==> src/rtl/cic_hb_dec2.sv <==
// Half-band decimate-by-2 compensation stage behind the CIC decimator.
// Fixed 7-tap kernel [-1 0 9 16 9 0 -1]/32. Every second accepted sample
// starts a four-step shift-add evaluation that produces one rounded,
// saturated output, held until the downstream handshake completes.
//
// state | meaning
// IDLE  | accepting input samples; a trigger accept starts a computation
// OUTER | acc <- -(d0 + d6)
// MID   | acc <- acc + 9*(d2 + d4)
// CTR   | acc <- acc + 16*d3
// RND   | round, saturate and register the output
// HOLD  | output valid, waiting for out_ready
module cic_hb_dec2 #(
    parameter int IW = 32,
    parameter int OW = 32
) (
    input  logic          clko,
    input  logic          rst,
    input  logic [IW-1:0] in_data,
    input  logic          in_valid,
    output logic          in_ready,
    output logic [OW-1:0] out_data,
    output logic          out_valid,
    input  logic          out_ready
);
    // Six guard bits cover the worst-case kernel magnitude (36x full scale).
    localparam int AW = IW + 6;
    localparam logic signed [AW-1:0] RND_BIAS = AW'(16);
    localparam logic signed [AW-1:0] SAT_HI = {{(AW-OW+1){1'b0}}, {(OW-1){1'b1}}};
    localparam logic signed [AW-1:0] SAT_LO = {{(AW-OW+1){1'b1}}, {(OW-1){1'b0}}};

    typedef enum logic [2:0] {IDLE, OUTER, MID, CTR, RND, HOLD} state_t;

    state_t               state;
    state_t               state_nxt;
    logic [IW-1:0]        dly [7];
    logic                 ph;
    logic signed [AW-1:0] acc;
    logic                 accept;
    logic signed [AW-1:0] outer_sum;
    logic signed [AW-1:0] mid_sum;
    logic signed [AW-1:0] mid_x9;
    logic signed [AW-1:0] ctr_x16;
    logic signed [AW-1:0] rnd_sum;
    logic signed [AW-1:0] rnd_shr;
    logic [OW-1:0]        sat_val;

    function automatic logic signed [AW-1:0] sext(input logic [IW-1:0] x);
        return {{(AW-IW){x[IW-1]}}, x};
    endfunction

    assign in_ready = (state == IDLE) & ~rst;
    assign accept   = in_valid & in_ready;

    // Shift-add partial products; the delay line is frozen outside IDLE.
    assign outer_sum = sext(dly[0]) + sext(dly[6]);
    assign mid_sum   = sext(dly[2]) + sext(dly[4]);
    assign mid_x9    = (mid_sum <<< 3) + mid_sum;
    assign ctr_x16   = sext(dly[3]) <<< 4;
    assign rnd_sum   = acc + RND_BIAS;
    assign rnd_shr   = rnd_sum >>> 5;

    // Clamp the rounded result into the signed output range.
    always_comb begin
        sat_val = rnd_shr[OW-1:0];
        if (rnd_shr > SAT_HI) begin
            sat_val = SAT_HI[OW-1:0];
        end else if (rnd_shr < SAT_LO) begin
            sat_val = SAT_LO[OW-1:0];
        end
    end

    // State register.
    always_ff @(posedge clko) begin
        if (rst) begin
            state <= IDLE;
        end else begin
            state <= state_nxt;
        end
    end

    // Next-state logic: a trigger is an accept while ph is set.
    always_comb begin
        state_nxt = state;
        case (state)
            IDLE:    if (accept && ph) state_nxt = OUTER;
            OUTER:   state_nxt = MID;
            MID:     state_nxt = CTR;
            CTR:     state_nxt = RND;
            RND:     state_nxt = HOLD;
            HOLD:    if (out_ready) state_nxt = IDLE;
            default: state_nxt = IDLE;
        endcase
    end

    // Delay line, phase, accumulator and output registers.
    always_ff @(posedge clko) begin
        if (rst) begin
            for (int i = 0; i < 7; i++) begin
                dly[i] <= '0;
            end
            ph        <= 1'b0;
            acc       <= '0;
            out_data  <= '0;
            out_valid <= 1'b0;
        end else begin
            if (accept) begin
                for (int i = 6; i > 0; i--) begin
                    dly[i] <= dly[i-1];
                end
                dly[0] <= in_data;
                ph     <= ~ph;
            end
            case (state)
                OUTER: acc <= -outer_sum;
                MID:   acc <= acc + mid_x9;
                CTR:   acc <= acc + ctr_x16;
                RND: begin
                    out_data  <= sat_val;
                    out_valid <= 1'b1;
                end
                HOLD:  if (out_ready) out_valid <= 1'b0;
                default: ;
            endcase
        end
    end

endmodule
==> config.mk <==
export PLATFORM = sky130hd
export DESIGN_NAME = cic_hb_dec2
export DESIGN_NICKNAME = d
export VERILOG_FILES = /design/src/rtl/cic_hb_dec2.sv
export SDC_FILE = /design/constraint.sdc
export NUM_CORES = 1
export LEC_CHECK = 0
export BUFFER_PORTS_ARGS = -buffer_cell sky130_fd_sc_hd__buf_2
export CAP_MARGIN = 20
export CORE_MARGIN = 4
export CORE_UTILIZATION = 60
export CTS_CLUSTER_SIZE = 14
export DETAILED_ROUTE_END_ITERATION = 12
export GPL_ROUTABILITY_DRIVEN = 0
export HOLD_SLACK_MARGIN = 0.03
export PLACE_DENSITY = 0.77
export SLEW_MARGIN = 40
export SYNTH_ARGS = -nofsm -noshare
export SYNTH_HDL_FRONTEND = slang
export SYNTH_SLANG_ARGS = --single-unit
==> constraint.sdc <==
create_clock -name clko -period 14.7 [get_ports clko]
set_input_delay 0 -clock clko [delete_from_list [all_inputs] [get_ports clko]]
set_output_delay 0 -clock clko [all_outputs]
set_load 0.05 [all_outputs]
## Word-level counts from Yosys, hierarchy flattened

Memories as Yosys holds them, arrays and structs flattened.
Cells that the tools add are included.
Widths: inputs -> output; s select.

| word-level totals | value |
|---|---|
| bits in registers | 75 |
| memory bits (writable) | 224 |
| input bits | 36 |
| output and inout bits | 34 |
| word-level logic and storage cells | 59 |
| memories | 1 |

Memory list:

| name | words | bits a word | rd ports | clocked after memory_dff | wr ports | line | text |
|---|---|---|---|---|---|---|---|
| dly | 7 | 32 | 7 | 0 | 7 | 36 | `logic [IW-1:0] dly [7];` |

| cells by class | value |
|---|---|
| $add $sub $neg | 7 |
| $lt $le $gt $ge | 2 |
| equality and inequality tests | 7 |
| mux-type cells | 20 |
| bitwise operators | 11 |
| reduce and logical (&&, ||, !) cells | 6 |

Operators with widths:

| operator | count |
|---|---|
| $mux 32 | 9 |
| $pmux 38 s3 | 1 |
| $add 32x32->33 | 2 |
| $add 38x36->38 | 1 |
| $add 38x37->38 | 1 |
| $add 38x6->38 const B | 1 |
| $neg 33->38 | 1 |
| $add 36x33->37 | 1 |
| $gt 33x32->1 const B | 1 |
| $lt 33x32->1 const B | 1 |
| $pmux 3 s6 | 1 |
| $or 1x1->1 | 7 |
| $eq 3x2->1 const B | 2 |
| $eq 3x3->1 const B | 2 |
| $mux 1 | 6 |
| $mux 3 | 2 |
| $reduce_and 2->1 | 2 |
| $eq 3x1->1 const B | 1 |
| $logic_not 3->1 | 1 |
| $reduce_bool 3->1 | 1 |
| $and 1x1->1 | 2 |
| $ne 2x1->1 const B | 1 |
| $ne 2x2->1 const B | 1 |
| $not 1->1 | 2 |
| 3 further kinds | 3 |

## Longest topological paths before layout

Gate-level depths: netlist of run 1.

| depth | value |
|---|---|
| depth in word-level cells | 7 |
| mapped depth | 26 |
| gate-level depth less buffers | 25 |

## Worst setup path before layout of run 1

Ideal clock, no wire load.

| timing | value |
|---|---|
| path type | reg-to-reg |
| start | memory dly[2][0], in the netlist dly[0][64] |
| end | register acc[33] |
| setup time | 95 ps |
| data arrival time | 4974 ps |
| data required time | 14605 ps |
| slack | 9631 ps |
| cell stages (with the launch flop) | 27 |
| path buffers | 1 |
| clock period less this slack | 5069 ps |
| cells stage by stage | edfxtp_1 -> ha_1 -> inv_1 -> fa_1 -> nand2b_1 -> a21oi_1 -> o21ai_0 -> o31ai_1 -> inv_1 -> a221oi_1 -> a21o_1 -> a21oi_1 -> xor2_1 -> fa_1 -> inv_1 -> ha_1 -> buf_2 -> nand2_1 -> or3_1 -> a31oi_1 -> nor2_1 -> o21a_1 -> o31a_1 -> o21ai_1 -> xnor2_1 -> a22oi_1 -> a221oi_1 |

RTL lines:

| element | line | text |
|---|---|---|
| from (decl) | 36 |  |
| to (signal assigned) | 115 | `OUTER: acc <= -outer_sum;` |
| to (signal assigned) | 116 | `MID: acc <= acc + mid_x9;` |
| to (signal assigned) | 117 | `CTR: acc <= acc + ctr_x16;` |
| to (decl) | 38 | `logic signed [AW-1:0] acc;` |

==> out/metrics.yaml, run 1 <==
clock_tree:
  numCtsBuffers: 35
  clk_pin_slew_worst_paths_ns: 0.07
  cts_resized: 0
  clock_latency_ns: 0.54
  clock_path_buffers: 3
  clkSinkCount: 299
  cts_tree: "built"
  cts-root-buf: "clkbuf_16"
  htreeDepth: 2
finish:
  post-route-util: 0.676
  diodes: 0
  syn2layout_area_growth_pct: 10.1
  final_layout_size_suffix_gt1_frac: 0.0791
  fin_nets: 2467
  layout.cells.non_filler: 2698
min_path:
  min_path_cells: 3
  hold_path.class: "input pin to flop"
drt:
  drcViolationCount: 0
  drt_first_pass_iters: 6
  drt-total-wl_mm: 52.9
  vias: 17200
  drtIter0Drc: 2273
  ant_nets: 0
  viasPerCell: 6.36
  wl_per_cell_microns: 19.6
die:
  initial_core_util: 0.614
  die_area_sq_mm: 0.0377
  die_h_microns: 194
  io-pin-count: 70
  die_w_microns: 194
  fp-row-count: 67
  design.core.area_sq_mm: 0.0339
placed_design:
  portBuffers: 69
  dpl.cell_count: 2604
  dp_hpwl_mm: 38.0
yosys:
  synthArstFlopShare: 0
  avgSynthCellArea_sq_um: 9.49
  synth_ff_type: "edfxtp_1"
  ys.warnings.count: 0
  ys_types: 80
  synth_top_area_cell: "edfxtp_1"
  synth-edff-count: 224
  syn_nets: 2431
  yosysMostFrequentCell: "and3_1"
  netlist.area_leader.share: 0.324
  synth_cells: 2190
  syn-cell-area_sq_mm: 0.0208
  synth_seq_cells: 299
  synthTopCellsByArea: "edfxtp_1 32%, ha_1 10%, dfxtp_1 7.2%, and3_1 7.0%, xnor2_1 4.2%"
  synthTopCellsByCount: "231 x and3_1, 224 x edfxtp_1, 169 x ha_1"
  synth_seq_area_share: 0.396
timing:
  rsz0062_at_grt: "false"
  slew_headroom: 0.353
  finalClockSkew_ns: 0.0222
  worstMarginPinSlew_ns: 0.958
  drv_slew: 0
  fmax_mhz: 161
  finalSetupViolCount: 0
  post-route-min-period_ns: 6.23
  hold_violations: 0
  fin_tns_setup_ns: 0
  period_share: 0.424
global_route:
  antenna_found_initial: 0
  grt_overflow: 0
  grt_max_degree: 160
  grt_usage: 0.273
  grt_pass1_wl_mm: 84.3
  grt_pass1_vias: 15900
setup_path:
  crit_type: "flop to flop"
  endpoint_kind: "flop"
  crit_arrival_ns: 6.61
  required_ns: 15.09
  reg2regPathDepth: 25
  worstPathMaxFanout: 7
  cp-start-kind: "flop"
job:
  max_cap_violations: 0
outcome:
  outcome: "completed"
==> worst max-delay path: stages, from the launching register on <==
cell and delay, ns:
edfxtp_1 0.36, ha_1 0.18, inv_1 0.05, fa_1 0.40
nand2b_1 0.17, a21oi_1 0.17, o21ai_0 0.21, o31ai_1 0.54
inv_1 0.08, a221oi_1 0.45, a21o_1 0.19, a21oi_1 0.10
xor2_1 0.19, fa_1 0.52, inv_1 0.04, ha_1 0.39
a21oi_1 0.19, nor2_1 0.07, a211oi_1 0.31, o21ai_0 0.19
nor2_1 0.21, o21ai_0 0.14, o311ai_0 0.36, o311ai_0 0.22
a31oi_1 0.23, a221oi_1 0.11
==> metrics by stage <==
step / cell area [sq um] / hold WS (ns) / setup slack, ns
6_report: 22900 / 0.0488 / 8.47
5_1_grt: 22900 / 0.0579 / 8.22
4_1_cts: 22900 / 0.0416 / 8.65
3_5_place_dp: 21400 / 0.311 / 8.68
3_3_place_gp: 21400 / 0.308 / 8.98
2_1_floorplan: 20800 / 0.187 / 9.63
==> logic make-up (layout without fill, tap and decap cells) <==
family          count (synthesis)  count (layout)  synth area share
xor+xnor                      153             153            0.0648
buf+inv                       287             347            0.0523
compound gates                583             583             0.184
fa+ha+maj                     205             205             0.136
mux                             1               1          0.000482
simple gates                  662             662             0.166
flops                         299             299             0.396
==> area by class of cell <==
class	count	area, sq um
multi-input combinational	1604	11500
fill	2624	11000
sequential	299	8230
clock buffer	40	927
timing repair buffer	119	850
inverter	167	627
tap	448	561
clock inverter	21	185
==> layout by cell type (no fill, tap or decap), types with 51 or more instances in the layout <==
cell type	count
o21ai_0	114
xor2_1	51
nor2_1	139
dfxtp_1	75
edfxtp_1	224
xnor2_1	100
a211oi_1	71
a21o_1	59
a21oi_1	164
nand2_1	110
ha_1	169
and3_1	231
buf_2	68
inv_1	165
==> final timing paths <==
path / to / start / slack, ns
hold reg to reg: out_data[15]$_SDFFE_PP0P_ / out_data[15]$_SDFFE_PP0P_ / 0.49
setup / recovery: acc[30]$_SDFFE_PP0P_ / dly[0][64]$_SDFFCE_PN0P_ / 8.47
setup reg to reg: acc[30]$_SDFFE_PP0P_ / dly[0][64]$_SDFFCE_PN0P_ / 8.47
hold / removal: acc[1]$_SDFFE_PP0P_ / rst / 0.05
==> registers in the layout (all words and copies together), names as in the netlist <==
register / flops
acc: 38
ph: 1
dly: 224
state: 3
out_data: 32
out_valid: 1
==> routing by layer <==
metal  track usage  wire length, microns
met1         0.417                 23700
met2         0.407                 22700
met3        0.0483                  5360
met4        0.0661                  1210
met5             0                     0
==> timing repair <==
item | 4_1_cts | 5_1_grt
endpoints found under the setup margin | 0 | 0
hold buffers | 33 | 0
buffers inserted | 0 | 0
endpoints found under the hold margin | 35 | 0
Power of run 1 is not shown: default switching activity piles up to over one toggle a cycle in this logic, so the estimate is an artifact.
==> inputs of run 2 (changes only) <==
==> constraint.sdc (replaced) <==
create_clock -name clko -period 6.2 [get_ports clko]
set_input_delay 0 -clock clko [delete_from_list [all_inputs] [get_ports clko]]
set_output_delay 0 -clock clko [all_outputs]
set_load 0.05 [all_outputs]
==> run 2 against run 1 <==
Flip-flop and latch count unchanged. Wire length up 0.50%. Register-to-register slack worse by 8.1 ns. Non-clock buffer count up 1. Worst setup slack got worse by 8.1 ns. Critical endpoint unchanged.
==> out/metrics.yaml, run 2 (same netlist as run 1, synthesis figures left out) <==
outcome:
  outcome: "completed"
timing:
  worstMarginPinSlew_ns: 0.881  # -0.0776 ns
  hold_violations: 0  # unchanged
  drv_slew: 0  # unchanged
  finalSetupViolCount: 0  # unchanged
  finalClockSkew_ns: 0.0185  # -0.00374 ns
  rsz0062_at_grt: "false"
  post-route-min-period_ns: 5.85  # -0.379 ns
  fmax_mhz: 171  # +6.5%
  fin_tns_setup_ns: 0  # unchanged
  slew_headroom: 0.411  # +0.0579
  period_share: 0.943  # +0.520
setup_path:
  reg2reg_setup_slack_ns: 0.35  # -8.12 ns
  endpoint_kind: "flop"
  crit_type: "flop to flop"
  required_ns: 6.56  # -8.53 ns
  crit_arrival_ns: 6.21  # -0.40 ns
  worstPathMaxFanout: 7  # unchanged
  cp-start-kind: "flop"
clock_tree:
  clkSinkCount: 299  # unchanged
  cts-root-buf: "clkbuf_16"
  clock_path_buffers: 3  # unchanged
  numCtsBuffers: 34  # -2.9%
  clock_latency_ns: 0.53  # about the same
  cts_setup_buffers: 0  # unchanged
  clk_pin_slew_worst_paths_ns: 0.06  # about the same
  cts_tree: "built"
  htreeDepth: 2  # unchanged
drt:
  drtIter0Drc: 2412  # +6.1%
  drcViolationCount: 0  # unchanged
  wl_per_cell_microns: 19.7  # +0.50%
  drt_first_pass_iters: 6  # unchanged
  viasPerCell: 6.33  # -0.52%
  ant_nets: 0  # unchanged
  vias: 17100  # -0.52%
  drt-total-wl_mm: 53.2  # +0.50%
global_route:
  grt_use_met1: 0.425  # +0.00818
  grt_max_degree: 122  # -24%
  grt_pass1_vias: 15900  # +0.50%
  antenna_found_initial: 0  # unchanged
  use_met2: 0.405  # -0.00155
  grt-busiest-layer: "met1"
  grt_pass1_wl_mm: 84.9  # +0.70%
  grt_usage: 0.274  # +0.000665
  grt_overflow: 0  # unchanged
  grt_util_met3: 0.0387  # -0.00956
finish:
  final_common_cell: "and3_1"
  post-route-util: 0.677  # +0.00170
  regArea_sq_mm: 0.00823  # unchanged
  regMostFlops: "dly"
  diodes: 0  # unchanged
  fin_nets: 2467  # unchanged
  largest_register_ff_count: 224  # unchanged
  reg_top3: "dly: 224 flops, acc: 38 flops, out_data: 32 flops"
  syn2layout_area_growth_pct: 10.4
  multi_input_area_sq_mm: 0.0115  # +0.35%
  layout_common_cells: "231 x and3_1, 224 x edfxtp_1, 169 x ha_1, 165 x inv_1, 162 x a21oi_1"
  final_layout_size_suffix_gt1_frac: 0.0804  # +0.00133
  nFillCells: 2583  # -1.6%
die:
  die_area_sq_mm: 0.0377  # unchanged
  fp-row-count: 67  # unchanged
  design.core.area_sq_mm: 0.0339  # unchanged
  io-pin-count: 70  # unchanged
  die_w_microns: 194  # unchanged
  die_h_microns: 194  # unchanged
  initial_core_util: 0.614  # unchanged
min_path:
  hold_path.class: "input pin to flop"
placed_design:
  dp_hpwl_mm: 38.4  # +0.98%
  portBuffers: 69  # unchanged
job:
  max_cap_violations: 0  # unchanged
[run 2: per-stage QoR]
step	cell area, sq um	hold slack, ns	instances	setup slack, ns
final	22900	0.0811	2698	0.350
after global routing	22900	0.113	2698	0.00467
after CTS	22900	0.0819	2698	0.377
after detailed placement	21400	0.311	2605	0.409
after global placement	21400	0.308	2603	0.535
after floorplan	20800	0.187	2190	1.13
[run 2: critical path, stage by stage, from the launching register on]
cell,delay [ns]
edfxtp_1,0.42
ha_1,0.30
a21o_1,0.10
a21oi_1,0.10
o211ai_1,0.24
a41oi_1,0.21
a21oi_1,0.40
a21oi_2,0.15
and2_1,0.19
o21ai_0,0.48
xnor2_1,0.15
fa_1,0.49
inv_1,0.04
ha_1,0.39
a21oi_2,0.25
o21ai_0,0.13
a211oi_1,0.28
o21ai_0,0.20
nor2_1,0.21
o21ai_0,0.13
o311ai_0,0.29
o311ai_0,0.20
a31oi_1,0.22
a221oi_1,0.10
[run 2: final cells by class]
cell class	instances	share of cell area
clock inverters	21	0.0110
well taps	448	0.0244
repair buffers	120	0.0364
inverters	167	0.0273
clock buffers	39	0.0388
flip-flops and latches	299	0.359
multi-input cells	1604	0.503
[run 2: worst paths after layout]
kind,startpoint,endpoint,cells past startpoint
max reg2reg,dly[0][65]$_SDFFCE_PN0P_,acc[30]$_SDFFE_PP0P_,23
min reg2reg,out_valid$_SDFFE_PP0P_,out_valid$_SDFFE_PP0P_,2
max,dly[0][65]$_SDFFCE_PN0P_,acc[30]$_SDFFE_PP0P_,23
min,in_valid,dly[0][23]$_SDFFCE_PN0P_,2
[run 2: layer usage]
| metal | vias up | routed length (microns) |
|---|---|---|
| met2 | 880 | 22400 |
| met3 | 125 | 5380 |
| met1 | 7982 | 24000 |
| met4 | 0 | 1440 |
| li1 | 8083 | - |
| met5 | - | 0 |
[run 2: repair_timing]
action,CTS,global route
endpoints found under the hold margin,35,0
hold buffers,33,0
gates resized for setup,0,9
setup endpoints to repair,0,8
Power of run 2 is left out for the same reason.
